===== src/rtl/mem_store_buffer_if.sv =====
// Signal bundle for the M-stage store buffer: pipeline-side load/store inputs and results,
// plus the single-port data-memory request bus. master = store buffer, slave = environment.
interface mem_store_buffer_if #(
   parameter int AW = 32,
   parameter int DW = 32
);
   logic          memwrite_m;
   logic          memread_m;
   logic [AW-1:0] address_m;
   logic [DW-1:0] writedata_m;
   logic [DW-1:0] readdata_m;
   logic          stall_m;
   logic          sb_empty;
   logic          mem_req;
   logic          mem_we;
   logic [AW-1:0] mem_addr;
   logic [DW-1:0] mem_wdata;
   logic [DW-1:0] mem_rdata;
   logic          mem_ready;
   logic [1:0]    sb_state;

   // Memory handshake: mem_req/mem_we/mem_addr/mem_wdata stay stable from issue until the first
   // cycle mem_ready is high; that cycle completes the transfer and carries mem_rdata for reads.
   modport master (
      input  memwrite_m, memread_m, address_m, writedata_m, mem_rdata, mem_ready,
      output readdata_m, stall_m, sb_empty, mem_req, mem_we, mem_addr, mem_wdata, sb_state
   );

   modport slave (
      output memwrite_m, memread_m, address_m, writedata_m, mem_rdata, mem_ready,
      input  readdata_m, stall_m, sb_empty, mem_req, mem_we, mem_addr, mem_wdata, sb_state
   );
endinterface


===== src/rtl/mem_store_buffer.sv =====
// M-stage store buffer: stores retire into a FIFO that drains to memory in the background.
// Define SB_STORE_FORWARD_EN to let loads forward from buffered stores instead of waiting for drain.
module mem_store_buffer #(
   parameter int DEPTH = 4,
   parameter int AW    = 32,
   parameter int DW    = 32
) (
   input  logic                   clk,
   input  logic                   reset,
   mem_store_buffer_if.master     bus
);
   localparam int PW = $clog2(DEPTH);
   localparam int CW = PW + 1;
   localparam int TW = AW - 2;

   typedef enum logic [1:0] {
      IDLE  = 2'd0,
      WRITE = 2'd1,
      READ  = 2'd2
   } state_t;

   state_t        state_q;
   logic [TW-1:0] tag_q  [DEPTH];
   logic [DW-1:0] data_q [DEPTH];
   logic [PW-1:0] wr_ptr_q, wr_ptr_d;
   logic [PW-1:0] rd_ptr_q, rd_ptr_d;
   logic [CW-1:0] count_q, count_d;
   logic          mem_req_q;
   logic          mem_we_q;
   logic [AW-1:0] mem_addr_q;
   logic [DW-1:0] mem_wdata_q;

   logic          full, empty;
   logic          store_req, load_req;
   logic          enq, deq, read_done;
   logic          load_hit, go_read;
   logic [DW-1:0] fwd_data;

   assign full      = (count_q == CW'(DEPTH));
   assign empty     = (count_q == '0);
   // A simultaneous store and load is illegal; the store wins and the load is ignored.
   assign store_req = bus.memwrite_m;
   assign load_req  = bus.memread_m & ~bus.memwrite_m;
   assign enq       = store_req & ~full;
   assign deq       = (state_q == WRITE) & bus.mem_ready;
   assign read_done = (state_q == READ) & bus.mem_ready;

`ifdef SB_STORE_FORWARD_EN
   // Walk oldest to youngest so the youngest matching entry overrides older ones.
   always_comb begin
      load_hit = 1'b0;
      fwd_data = '0;
      for (int k = 0; k < DEPTH; k++) begin
         if (load_req && (CW'(k) < count_q) &&
             (tag_q[rd_ptr_q + PW'(k)] == bus.address_m[AW-1:2])) begin
            load_hit = 1'b1;
            fwd_data = data_q[rd_ptr_q + PW'(k)];
         end
      end
   end

   assign go_read = load_req & ~load_hit;
`else
   assign load_hit = 1'b0;
   assign fwd_data = '0;
   // Without forwarding a load may only read memory once every older store has drained.
   assign go_read  = load_req & empty;
`endif

   always_comb begin
      wr_ptr_d = wr_ptr_q;
      rd_ptr_d = rd_ptr_q;
      count_d  = count_q;
      if (enq) wr_ptr_d = wr_ptr_q + PW'(1);
      if (deq) rd_ptr_d = rd_ptr_q + PW'(1);
      if (enq && !deq)      count_d = count_q + CW'(1);
      else if (!enq && deq) count_d = count_q - CW'(1);
   end

   always_ff @(posedge clk) begin
      if (enq) begin
         tag_q[wr_ptr_q]  <= bus.address_m[AW-1:2];
         data_q[wr_ptr_q] <= bus.writedata_m;
      end
   end

   always_ff @(posedge clk or negedge reset) begin
      if (!reset) begin
         state_q     <= IDLE;
         wr_ptr_q    <= '0;
         rd_ptr_q    <= '0;
         count_q     <= '0;
         mem_req_q   <= 1'b0;
         mem_we_q    <= 1'b0;
         mem_addr_q  <= '0;
         mem_wdata_q <= '0;
      end else begin
         wr_ptr_q <= wr_ptr_d;
         rd_ptr_q <= rd_ptr_d;
         count_q  <= count_d;
         case (state_q)
            IDLE: begin
               if (go_read) begin
                  state_q    <= READ;
                  mem_req_q  <= 1'b1;
                  mem_we_q   <= 1'b0;
                  mem_addr_q <= {bus.address_m[AW-1:2], 2'b00};
               end else if (!empty) begin
                  state_q     <= WRITE;
                  mem_req_q   <= 1'b1;
                  mem_we_q    <= 1'b1;
                  mem_addr_q  <= {tag_q[rd_ptr_q], 2'b00};
                  mem_wdata_q <= data_q[rd_ptr_q];
               end
            end
            WRITE, READ: begin
               if (bus.mem_ready) begin
                  state_q   <= IDLE;
                  mem_req_q <= 1'b0;
                  mem_we_q  <= 1'b0;
               end
            end
            default: state_q <= IDLE;
         endcase
      end
   end

   // A missing load is released in the very cycle its read data returns.
   assign bus.stall_m    = (store_req & full) | (load_req & ~load_hit & ~read_done);
   assign bus.readdata_m = load_hit  ? fwd_data :
                           read_done ? bus.mem_rdata : '0;
   assign bus.sb_empty   = empty;
   assign bus.mem_req    = mem_req_q;
   assign bus.mem_we     = mem_we_q;
   assign bus.mem_addr   = mem_addr_q;
   assign bus.mem_wdata  = mem_wdata_q;
   assign bus.sb_state   = state_q;

   a_no_store_and_load: assert property (@(posedge clk) disable iff (!reset)
      !(bus.memwrite_m && bus.memread_m));

endmodule


===== src/flat_wrapper.sv =====
// flat-port wrapper written by rule: the top's interface ports become plain ports
module mem_store_buffer_flat 
#(
   parameter int DEPTH = 4,
   parameter int AW    = 32,
   parameter int DW    = 32
)
  (clk, reset, bus_memwrite_m, bus_memread_m, bus_address_m, bus_writedata_m, bus_mem_rdata, bus_mem_ready, bus_readdata_m, bus_stall_m, bus_sb_empty, bus_mem_req, bus_mem_we, bus_mem_addr, bus_mem_wdata, bus_sb_state);
  mem_store_buffer_if #(.AW(AW), .DW(DW)) bus_i ();
  input  logic clk;
  input  logic reset;
  input wire logic [$bits(bus_i.memwrite_m)-1:0] bus_memwrite_m;
  input wire logic [$bits(bus_i.memread_m)-1:0] bus_memread_m;
  input wire logic [$bits(bus_i.address_m)-1:0] bus_address_m;
  input wire logic [$bits(bus_i.writedata_m)-1:0] bus_writedata_m;
  input wire logic [$bits(bus_i.mem_rdata)-1:0] bus_mem_rdata;
  input wire logic [$bits(bus_i.mem_ready)-1:0] bus_mem_ready;
  output wire logic [$bits(bus_i.readdata_m)-1:0] bus_readdata_m;
  output wire logic [$bits(bus_i.stall_m)-1:0] bus_stall_m;
  output wire logic [$bits(bus_i.sb_empty)-1:0] bus_sb_empty;
  output wire logic [$bits(bus_i.mem_req)-1:0] bus_mem_req;
  output wire logic [$bits(bus_i.mem_we)-1:0] bus_mem_we;
  output wire logic [$bits(bus_i.mem_addr)-1:0] bus_mem_addr;
  output wire logic [$bits(bus_i.mem_wdata)-1:0] bus_mem_wdata;
  output wire logic [$bits(bus_i.sb_state)-1:0] bus_sb_state;
  assign bus_i.memwrite_m = bus_memwrite_m;
  assign bus_i.memread_m = bus_memread_m;
  assign bus_i.address_m = bus_address_m;
  assign bus_i.writedata_m = bus_writedata_m;
  assign bus_i.mem_rdata = bus_mem_rdata;
  assign bus_i.mem_ready = bus_mem_ready;
  assign bus_readdata_m = bus_i.readdata_m;
  assign bus_stall_m = bus_i.stall_m;
  assign bus_sb_empty = bus_i.sb_empty;
  assign bus_mem_req = bus_i.mem_req;
  assign bus_mem_we = bus_i.mem_we;
  assign bus_mem_addr = bus_i.mem_addr;
  assign bus_mem_wdata = bus_i.mem_wdata;
  assign bus_sb_state = bus_i.sb_state;
  mem_store_buffer #(.DEPTH(DEPTH), .AW(AW), .DW(DW)) u_core (.clk(clk), .reset(reset), .bus(bus_i));
endmodule

===== config.mk =====
export PLATFORM = sky130hd
export DESIGN_NAME = mem_store_buffer_flat
export DESIGN_NICKNAME = d
export VERILOG_FILES = /design/src/rtl/mem_store_buffer_if.sv /design/src/rtl/mem_store_buffer.sv /design/src/flat_wrapper.sv
export SDC_FILE = /design/constraint.sdc
export NUM_CORES = 1
export LEC_CHECK = 0
export CAP_MARGIN = 10
export CORE_MARGIN = 5
export CORE_UTILIZATION = 44
export CTS_BUF_LIST = sky130_fd_sc_hd__clkbuf_8
export DETAILED_ROUTE_END_ITERATION = 6
export PLACE_DENSITY = 0.7
export SLEW_MARGIN = 20
export SYNTH_ARGS = -nofsm -noshare
export SYNTH_HDL_FRONTEND = slang
export SYNTH_SLANG_ARGS = --single-unit

===== constraint.sdc =====
create_clock -name clk -period 2.76 [get_ports clk]
set_clock_uncertainty 0.05 [all_clocks]
set_input_delay 0.276 -clock clk [delete_from_list [all_inputs] [get_ports clk]]
set_output_delay 0.276 -clock clk [all_outputs]
set_load 0.005 [all_outputs]

==> flow_metrics.tcl, run 1 <==
set metrics [dict create \
    status "complete, no violations" \
    ys_ff_latch 321 \
    slew_viol_final 0 \
    synthCells 670 \
    layout-drive-gt1-share_pct 20.76 \
    syn_area_mm2 0.01264 \
    io_buffers 198 \
    grt_max_degree 46 \
    die_w_um 179.5 \
    ys.warnings.count 0 \
    core_mm2 0.02855 \
    vias 6935 \
    avgViaCountPerCell 5.222 \
    clk_latency_ns 0.53 \
    placed_area_mm2 0.01515 \
    worstMarginPinSlew_ns 0.7436 \
    maxSlewHeadroom_pct 50.42 \
    p_leak_nw 5.865 \
    fill_cells 2269 \
    layout_common_cells "edfxtp_1, clkdlybuf4s50_1, dfrtp_1" \
    fin_area_mm2 0.01616 \
    drt-pass1-iter-count 4 \
    start_util_pct 44.27 \
    seq_area_mm2 0.009281 \
    htreeDepth 2 \
    max_freq_ghz 0.3892 \
    n_antenna_cell 0 \
    post-route-util_pct 56.60 \
    holdWs_ns 0.3067 \
    numCtsBuffers 50 \
    num_rows 62 \
    ios 203 \
    crit_arrival_ns 2.24 \
    cap_violations 0 \
    finalHoldViolCount 0 \
    tns_ns 0 \
    cts_max_path_buffers 3 \
    crit_fanout 33 \
    cp-start-kind "register" \
    grt_pass1_vias 7665 \
    clock-root-buffer "clkbuf_8" \
    dp_hpwl_mm 16.86 \
    layout_min_cycle_time_ns 2.570 \
    final_common_cell "edfxtp_1" \
    ant_nets 0 \
    antenna_found_initial 2 \
    period_share_pct 93.10 \
    grt_pass1_wl_mm 42.73 \
    postCtsResizedCells 0 \
    gr-total-overflow 0 \
    cp.required_ns 2.43 \
    nets 1013 \
    yosysSeqAreaShare_pct 73.39 \
    powerDensity_mw_per_mm2 1039 \
    setup_viol 0 \
    drc 0 \
    synth.distinct_cells 39 \
    crit_type "register to primary output" \
    multi_input_area_mm2 0.002938 \
    place.gp.congestion 0.7501 \
    finalWirelength_mm 27.28 \
    ir_drop_v 0.0005187 \
    wire_per_inst_um 20.54 \
    grt_usage_pct 16.69 \
    drtIter0Drc 455 \
    die_area_mm2 0.03221 \
    clk_pin_slew_ns 0.07 \
    cts_tree "yes" \
    area_delta_synth_final_pct 27.86 \
    endpoint_kind "primary output" \
    synth.avg_cell_area_um2 18.86 \
    cts.sinks 321 \
    die_h_um 179.5 \
    hp-class "primary input to async pin" \
    grt_setup_unrepaired "false" \
]
routing by layer:
metal / vias up / global-route usage, % / share of wire (%)
li1: 3103 / - / -
met1: 3522 / 20.79 / 40
met2: 257 / 28.13 / 49
met3: 49 / 6.063 / 8.6
met4: 4 / 4.023 / 1.5
met5: - / 0 / 0.099
power breakdown:
part / internal [mW] / switching [mW] / total (mW)
combinational: 3.11 / 2.58 / 5.69
clock: 2.09 / 1.74 / 3.83
sequential: 6.62 / 0.653 / 7.27
cell usage after synthesis (all sizes together):
| cell | number | share of area [%] |
|---|---|---|
| and3 | 32 | 1.6 |
| a311o | 1 | 0.079 |
| nand2b | 1 | 0.050 |
| dfrtp | 73 | 14 |
| conb | 1 | 0.030 |
| and2 | 4 | 0.20 |
| buf | 28 | 1.9 |
| nand3 | 2 | 0.079 |
| mux4 | 62 | 11 |
| a21boi | 1 | 0.089 |
| nand2 | 2 | 0.059 |
| inv | 38 | 1.1 |
| nor2b | 3 | 0.15 |
| ha | 9 | 0.89 |
| fa | 1 | 0.16 |
| xnor2 | 4 | 0.28 |
| or3 | 2 | 0.099 |
| a31oi | 1 | 0.050 |
| nor4 | 30 | 1.5 |
| xor2 | 2 | 0.14 |
| clkbuf | 16 | 0.48 |
| a211oi | 30 | 1.8 |
| o21ai | 4 | 0.19 |
| mux2 | 34 | 3.0 |
| nor3 | 1 | 0.040 |
| o22ai | 1 | 0.050 |
| o31ai | 1 | 0.17 |
| edfxtp | 248 | 59 |
| nor2 | 33 | 0.98 |
| o211ai | 1 | 0.059 |
| a21oi | 3 | 0.12 |
| nand4 | 1 | 0.050 |
critical path, cell delays in order, from the launching register on:
cell	delay, ns
dfrtp_1	0.42
inv_1	0.11
ha_1	0.21
buf_4	0.21
nand2_1	0.09
a21oi_1	0.06
nor2_1	0.09
clkdlybuf4s50_1	0.52
stage by stage:
| stage | worst slack [ns] | std cells | power, mW |
|---|---|---|---|
| detailed placement | 0.4643 | 1233 | 13.18 |
| finish | 0.1903 | 1328 | 16.79 |
| CTS | 0.1393 | 1328 | 17.06 |
| global placement | 0.4781 | 1233 | 13.06 |
| floorplan | 0.6391 | 671 | 10.74 |
| global route | 0.06184 | 1328 | 17.76 |
final timing paths:
kind | start | endpoint | slack [ns] | depth (start not counted)
setup / recovery | u_core.bus.sb_state[0] | bus_stall_m | 0.19 | 7
hold / removal | reset | u_core.bus.mem_wdata[18] | 0.31 | 2
setup reg to reg | u_core.bus.sb_state[1] | u_core.count_q[2] | 0.73 | 9
hold reg to reg | u_core.bus.mem_wdata[26] | u_core.bus.mem_wdata[26] | 0.45 | 1
max in group asynchronous | reset | u_core.bus.mem_addr[15] | 1.66 | 3
min in group clk | bus_writedata_m[13] | u_core.data_q[2][13] | 0.31 | 1
area by class of cell:
cell class | count | area share, %
Sequential cell | 321 | 57.44
Multi-Input combinational cell | 268 | 18.18
Timing Repair Buffer | 223 | 14.36
Clock buffer | 61 | 5.196
Tap cell | 384 | 2.974
Clock inverter | 33 | 0.9679
Inverter | 38 | 0.8828
sequential cells by signal (all words and copies together), names as in the netlist:
register,flops
u_core.bus.mem_we,1
u_core.bus.sb_state,2
u_core.rd_ptr_q,2
u_core.count_q,3
u_core.data_q,128
u_core.bus.mem_wdata,32
u_core.bus.mem_addr,30
u_core.tag_q,120
u_core.wr_ptr_q,2
u_core.bus.mem_req,1
kinds of logic (layout without fill, tap and decap cells):
group,Yosys count,after routing,synth area share [%]
AND/OR/NAND/NOR,111,111,4.822
AO/OA/AOI/OAI,43,43,2.624
other,1,2,0.02967
multiplexers,96,96,14.20
flip-flops,321,321,73.39
buffers and inverters,82,355,3.475
XOR/XNOR,6,6,0.4158
adder cells (fa/ha/maj),10,10,1.050
what timing repair did:
| item | CTS | global route |
|---|---|---|
| hold buffers | 1 | 0 |
| buffers inserted | 0 | 0 |
| endpoints found under the setup margin | 0 | 0 |
| endpoints found under the hold margin | 43 | 0 |
(Power assumes the default switching activity.)
==> run 2: changes to the inputs <==
--- a/config.mk
+++ b/config.mk
@@ -15,3 +15,4 @@
 export SYNTH_ARGS = -nofsm -noshare
 export SYNTH_HDL_FRONTEND = slang
 export SYNTH_SLANG_ARGS = --single-unit
+export TNS_END_PERCENT = 20
==> flow_metrics.tcl, run 2 (synthesized netlist as in run 1, its figures left out) <==
set metrics [dict create \
    finalPower_mw 16.72 \
    final_common_cell "edfxtp_1" \
    grt_pass1_wl_mm 43.18 \
    clk_latency_ns 0.55 \
    ios 203 \
    ant_nets 0 \
    slowest_delay_ns 0.51 \
    p_sw_share_pct 29.72 \
    grt_setup_unrepaired "false" \
    area_delta_synth_final_pct 27.64 \
    num_rows 62 \
    cp.required_ns 2.43 \
    avgViaCountPerCell 5.252 \
    numCtsBuffers 50 \
    place.gp.congestion 0.8660 \
    wire_per_inst_um 20.50 \
    largest_register "u_core.data_q" \
    crit_arrival_ns 2.25 \
    crit_type "register to primary output" \
    powerDensity_mw_per_mm2 1037 \
    nets 1015 \
    crit_chain "inv_1 -> ha_4 -> buf_4 -> and3_1 -> clkdlybuf4s50_1" \
    cp_slowest_cell "clkdlybuf4s50_1" \
    die_w_um 179.5 \
    maxSlewHeadroom_pct 48.72 \
    period_share_pct 93.34 \
    slew_viol_final 0 \
    tns_ns 0 \
    layout_common_cells "edfxtp_1, clkdlybuf4s50_1, dfrtp_1" \
    clock-root-buffer "clkbuf_8" \
    finalWirelength_mm 27.24 \
    p_seq_share_pct 43.2 \
    drc 0 \
    layout-drive-gt1-share_pct 21.16 \
    die_area_mm2 0.03221 \
    status "complete, no violations" \
    max_freq_ghz 0.3882 \
    dp_slack_ns 0.5041 \
    io_buffers 198 \
    grt_usage_pct 16.90 \
    cts_max_path_buffers 3 \
    gr-total-overflow 0 \
    htreeDepth 2 \
    finalHoldViolCount 0 \
    crit_fanout 18 \
    hp-class "primary input to async pin" \
    antenna_found_initial 2 \
    fin_ws_ns 0.1839 \
    grt_pass1_vias 7790 \
    grt_max_degree 42 \
    endpoint_kind "primary output" \
    drt-pass1-iter-count 4 \
    p_clk_share_pct 22.6 \
    r2r_end "u_core.bus.mem_wdata[19]" \
    switching_power_mw 4.969 \
    vias 6980 \
    layout_min_cycle_time_ns 2.576 \
    combPwrFrac_pct 34.2 \
    intPower_mw 11.75 \
    r2r_slack_ns 0.60 \
    cts_tree "yes" \
    drtIter0Drc 434 \
    r2r-start "u_core.count_q[1]" \
    n_antenna_cell 0 \
    cts.sinks 321 \
    die_h_um 179.5 \
    core_mm2 0.02855 \
    setup_viol 0 \
    dp_hpwl_mm 16.78 \
    clk_pin_slew_ns 0.06 \
    start_util_pct 44.27 \
    critPathLaunch "u_core.bus.sb_state[0]" \
    largest_register_ffs 128 \
    worstMarginPinSlew_ns 0.7692 \
    r2r_cells 3 \
    cp-start-kind "register" \
    cp-endpoint "bus_readdata_m[23]" \
    p_leak_nw 5.847 \
    ir_drop_v 0.0006167 \
    cap_violations 0 \
]
-- run 2: cell types whose count changed in the layout (fill, tap and decap cells not counted), sizes merged --
cell	change
bufinv	+1
buf	+2
inv	-2
clkinv	+4
clkinvlp	+1
clkbuf	-5
-- run 2: what timing repair did --
action                                  CTS  global route
hold buffers                              1             0
hold endpoints to repair                 38             0
buffers inserted                          0             0
gates resized for setup                   1             1
endpoints found under the setup margin   16            16
cloned                                    0             0
-- run 2: critical path: cells and delay by family, from the launching register on --
family | cells | cell delay (ns)
adders and majority gates | 1 | 0.24
buffers and inverters | 3 | 0.87
DFF | 1 | 0.42
and+or+nand+nor | 1 | 0.17
-- run 2: final cells by class --
cell class                      count  area, um^2
Timing Repair Buffer              225        2297
Clock inverter                     37       205.2
Inverter                           38       142.6
Sequential cell                   321        9281
Fill cell                        2283       12420
Tap cell                          384       480.5
Clock buffer                       56       770.7
Multi-Input combinational cell    268        2953
-- run 2: worst min path at each step --
stage	startpoint	to	slack, ns	depth (start not counted)
after CTS	reset	u_core.bus.mem_addr[23]	0.24	2
after detailed placement	reset	u_core.bus.mem_addr[19]	0.29	1
after floorplan	reset	u_core.bus.mem_addr[10]	-0.07	0
after global placement	reset	u_core.bus.mem_addr[19]	0.28	1
after global routing	bus_writedata_m[24]	u_core.data_q[2][24]	0.28	1
final	reset	u_core.bus.mem_addr[11]	0.24	2
-- run 2: per-stage QoR --
step / std cells / hold WS (ns) / instance area, um^2 / utilization [%]
finish: 1329 / 0.2450 / 16130 / 56.50
global route: 1329 / 0.2797 / 16130 / 56.50
CTS: 1329 / 0.2433 / 16120 / 56.47
detailed placement: 1235 / 0.2862 / 15130 / 53.01
global placement: 1235 / 0.2841 / 15130 / 53.01
floorplan: 671 / -0.06959 / 12640 / -
-- run 2: layer usage --
metal / share of wire [%] / global-route usage, % / up-vias
met3: 9.0 / 5.679 / 37
met5: 0.077 / 0 / -
li1: - / - / 3119
met1: 39 / 21.07 / 3552
met4: 1.2 / 3.566 / 4
met2: 51 / 29.05 / 268
-- run 2: power by group through the flow --
stage	clock network (mW)	registers (mW)	logic (mW)
finish	3.78	7.22	5.72
global route	4.14	7.35	6.22
CTS	3.92	7.24	5.84
detailed placement	0	7.33	5.81
global placement	0	7.27	5.72
floorplan	0	7.15	3.61
==> RTL change 1 (config.mk and constraints of run 2) <==
Reset style: synchronous (`reset`), changed in one clocked block.
--- a/src/rtl/mem_store_buffer.sv
+++ b/src/rtl/mem_store_buffer.sv
@@ -84,7 +84,7 @@
       end
    end
 
-   always_ff @(posedge clk or negedge reset) begin
+   always_ff @(posedge clk) begin
       if (!reset) begin
          state_q     <= IDLE;
          wr_ptr_q    <= '0;
Formal check against the unedited RTL: differs if reset is asserted again (counterexample within 4 cycles, from zero or initial values and one cycle with reset low); with reset held inactive, the same outputs for 4 cycles.
==> RTL change 1 against run 2 <==
Fmax up 2.8%. Routed wire length down 1.4%. Sequential cell count up 2. Non-clock buffer count down 2. Final area down 0.96%. Register-to-register slack worse by 110 ps. Core utilization up 1.2 points. Die area down 2.3%. Total power down 13%. Area after synthesis down 2.5%. Synthesized cell count up 12%. Via count up 2.8%. Worst setup slack better by 70 ps.
==> RTL change 1: results (changes against run 2) <==
Power and ir drop
  • Leak: 0.00550 uW (was 0.00585 uW)
  • PwrDens: 915 mW/mm^2 (was 1040 mW/mm^2)
  • VDD IR-drop max: 524 uV (was 617 uV)
  • Sw Ratio: 28.1% (was 29.7%)

Yosys
  • Synth Area in Adders: 1.08% (was 1.05%)
  • Largest cells by area after synthesis: edfxtp_1 (60%), dfxtp_1 (12%), mux4_2 (11%) (was edfxtp_1 (59%), dfrtp_1 (14%), mux4_2 (10%))
  • Portion of netlist area occupied by mux cells: 11.5% (was 14.2%)
  • Netlist cell types: 34 (was 39)
  • Post-Synth XOR/XNOR Area: 0.355% (was 0.416%)
  • Ys async rst share: 0% (was 22.7%)

STA
  • Slew HR: 57.4% (was 48.7%)
  • Post-layout worst setup margin: 254 ps (was 184 ps)

Global routing
  • Vias in the first global route: 7538 (was 7790)
  • GRT met1 Usage: 21.1% (about the same)
  • Met3 GRT Util: 3.60% (was 5.68%)
  • Met2 Track Usage GR: 29.9% (was 29.0%)
  • Largest net degree at the start of global routing: 61 (was 42)
  • First-pass GRT wire length: 41800 um (was 43200 um)
  • GRT Util Overall: 17.0% (was 16.9%)

Run status
  • Status: finished clean (unchanged)

Final layout
  • Seq area share: 56.0% (was 57.5%)
  • Data buffer area share: 14.4% (was 14.2%)
  • Nets: 1089 (was 1015)
  • Diode count: 2 (was 0)
  • Inverters: 6 (was 38)
  • Non-CTS buffers: 223 (was 225)
  • Clock network area share: 6.74% (was 6.05%)
  • Fillers: 2154 (was 2283)
  • Clock buffer cells: 59 (was 56)
  • #MultiIn Comb: 373 (was 268)
  • Share of cells above drive strength 1: 17.2% (was 21.2%)

Detailed routing
  • WL met3: 1740 um (was 2460 um)
  • Routed len/inst: 19.2 um (was 20.5 um)
  • Starting DRC count in detailed routing: 378 (was 434)

Setup path
  • CP max FO: 23 (was 18)
  • Worst Path Arrival: 2180 ps (was 2250 ps)

Min path
  • Worst hold path class: input port to register (was input port to asynchronous set/reset pin)

Place
  • DP Wirelength: 17100 um (was 16800 um)
## RTL change 1: logic make-up (layout without fill, tap and decap cells)
logic type,count (synthesis),after routing
buffers and inverters,57,324
AO/OA/AOI/OAI,105,105
adder cells (fa/ha/maj),10,10
AND/OR/NAND/NOR,187,187
XOR/XNOR,5,5
flip-flops,323,323
other,1,4
multiplexers,64,64
## RTL change 1: metrics by stage
step	std cells	cell area, um^2	hold WS (ps)
after floorplan	753	12300	325
after global placement	1303	14900	400
after detailed placement	1303	14900	407
after CTS	1398	16000	207
after global routing	1400	16000	242
final	1400	16000	249
## RTL change 1: path summary, 6_finish.rpt
kind	startpoint	end
max	u_core.bus.sb_state[0]	bus_readdata_m[8]
min	reset	u_core.bus.mem_addr[20]
max reg2reg	u_core.bus.sb_state[1]	u_core.count_q[2]
min reg2reg	u_core.bus.mem_wdata[4]	u_core.bus.mem_wdata[4]
## RTL change 1: tightest hold or removal path: cells and delay by family
kind	cells	cell delay, ps
AOI/OAI and AO/OA	2	210
buffers and inverters	1	310
==> RTL change 2 (settings of run 2) <==
Without the edit above. `DW` is set to 32 in 3 places; all go to 28.
--- a/src/rtl/mem_store_buffer_if.sv
+++ b/src/rtl/mem_store_buffer_if.sv
@@ -2,7 +2,7 @@
 // plus the single-port data-memory request bus. master = store buffer, slave = environment.
 interface mem_store_buffer_if #(
    parameter int AW = 32,
-   parameter int DW = 32
+   parameter int DW = 28
 );
    logic          memwrite_m;
    logic          memread_m;
--- a/src/rtl/mem_store_buffer.sv
+++ b/src/rtl/mem_store_buffer.sv
@@ -3,7 +3,7 @@
 module mem_store_buffer #(
    parameter int DEPTH = 4,
    parameter int AW    = 32,
-   parameter int DW    = 32
+   parameter int DW    = 28
 ) (
    input  logic                   clk,
    input  logic                   reset,
--- a/src/flat_wrapper.sv
+++ b/src/flat_wrapper.sv
@@ -3,7 +3,7 @@
 #(
    parameter int DEPTH = 4,
    parameter int AW    = 32,
-   parameter int DW    = 32
+   parameter int DW    = 28
 )
   (clk, reset, bus_memwrite_m, bus_memread_m, bus_address_m, bus_writedata_m, bus_mem_rdata, bus_mem_ready, bus_readdata_m, bus_stall_m, bus_sb_empty, bus_mem_req, bus_mem_we, bus_mem_addr, bus_mem_wdata, bus_sb_state);
   mem_store_buffer_if #(.AW(AW), .DW(DW)) bus_i ();
Ports: changed (resized bus_mem_rdata, bus_mem_wdata, bus_readdata_m and bus_writedata_m); port bits go from 203 to 187. No check against the original RTL was run, so the function may have changed too.
==> RTL change 2 against run 2 <==
Combinational power down 5.6%. Cell count down 7.5%. Highest routed layer is now met4. Sequential cell count is 20 lower. Sequential power is 4.8% lower. Largest cell class unchanged. Area after synthesis is 6.1% lower. Final area shrank 6.4%. Routed wire length shrank 4.8%. Critical path depth rose by 2. Worst setup slack improved by 75 ps. Fmax rose by 3.0%. Critical endpoint is now bus_stall_m. Total power down 6.2%.
==> RTL change 2: results (changes against run 2) <==
Setup path
  • CP max FO: 29 (was 18)
  • RR Startpoint: u_core.count_q[0] (was u_core.count_q[1])
  • Worst Reg-to-Reg Cells: 8 (was 3)
  • Largest stage delay, worst path: 470 ps (was 510 ps)
  • FF-to-FF End: u_core.count_q[2] (was u_core.bus.mem_wdata[19])

Final layout
  • Largest register FFs: 120 (was 128)
  • Share of cells above drive strength 1: 21.2% (about the same)

STA
  • Slew HR: 59.9% (was 48.7%)

Detailed routing
  • Routed length on met2: 12700 um (was 13800 um)
  • Drt via density: 5.31 (was 5.25)
  • First-pass iteration count of the detailed router: 5 (was 4)

Power and ir drop
  • PwrDens: 1040 mW/mm^2 (about the same)
  • NetSw: 4730 uW (was 4970 uW)
  • Clock share of power: 21.8% (was 22.6%)
  • Comb power frac: 34.4% (was 34.2%)

Place
  • Place WS: 303 ps (was 504 ps)
  • DP Wirelength: 16400 um (was 16800 um)
  • Post-placement cell count: 1142 (was 1235)
  • Placed cell area: 0.0142 mm^2 (was 0.0151 mm^2)
  • PortBufs: 182 (was 198)

Global routing
  • GRT met1 Usage: 22.4% (was 21.1%)
  • GRT Util Overall: 17.1% (was 16.9%)

Run status
  • Status: finished clean (unchanged)

CTS
  • CTS Buf Count: 47 (was 50)

Yosys
  • Largest cells by area after synthesis: edfxtp_1 (59%), dfrtp_1 (15%), mux4_2 (11%) (was edfxtp_1 (59%), dfrtp_1 (14%), mux4_2 (10%))
  • Synthesized area per cell: 18.6 um^2 (was 18.9 um^2)
  • Seq/Total Area, Yosys: 73.3% (was 73.4%)
[RTL change 2: changes by cell type after synthesis, sizes merged]
| cell | run 2 | this run |
|---|---|---|
| dfrtp | 73 | 69 |
| and3 | 32 | 28 |
| mux2 | 34 | 30 |
| edfxtp | 248 | 232 |
| mux4 | 62 | 58 |
| buf | 28 | 27 |
[RTL change 2: cell families (layout without fill, tap and decap cells)]
group / after synthesis / count (layout) / share of synthesized area, %
other: 1 / 2 / 0.0316
muxes: 88 / 88 / 13.9
buffers and inverters: 81 / 331 / 3.64
AOI/OAI and AO/OA: 43 / 43 / 2.75
DFF: 301 / 301 / 73.3
adders and majority gates: 10 / 10 / 1.12
and+or+nand+nor: 107 / 107 / 4.87
xor gates and xnor gates: 6 / 6 / 0.443
[RTL change 2: layout make-up]
| class | count | area [um^2] | area share [%] |
|---|---|---|---|
| multi-input combinational | 256 | 2760 | 18.3 |
| clock buffer | 53 | 729 | 4.83 |
| clock inverter | 33 | 148 | 0.978 |
| timing repair buffer | 207 | 2180 | 14.5 |
| inverter | 38 | 143 | 0.945 |
| tap | 341 | 427 | 2.83 |
| sequential | 301 | 8700 | 57.6 |
[RTL change 2: worst max path at each step]
| stage | depth (start not counted) | to | slack (ps) |
|---|---|---|---|
| after floorplan | 3 | u_core.data_q[2][0] | 70 |
| after CTS | 3 | bus_sb_empty | 200 |
| after global routing | 7 | bus_stall_m | 30 |
| after detailed placement | 8 | u_core.count_q[2] | 300 |
| final | 7 | bus_stall_m | 260 |
| after global placement | 8 | u_core.count_q[2] | 340 |
[RTL change 2: worst reg2reg max path, stage by stage (launching register included)]
cell      delay (ps)
dfrtp_1          480
nor2_1            90
a21boi_2         350
ha_1             260
inv_1             60
fa_1             370
xor2_1           170
nor2_1           110
xor2_1           150
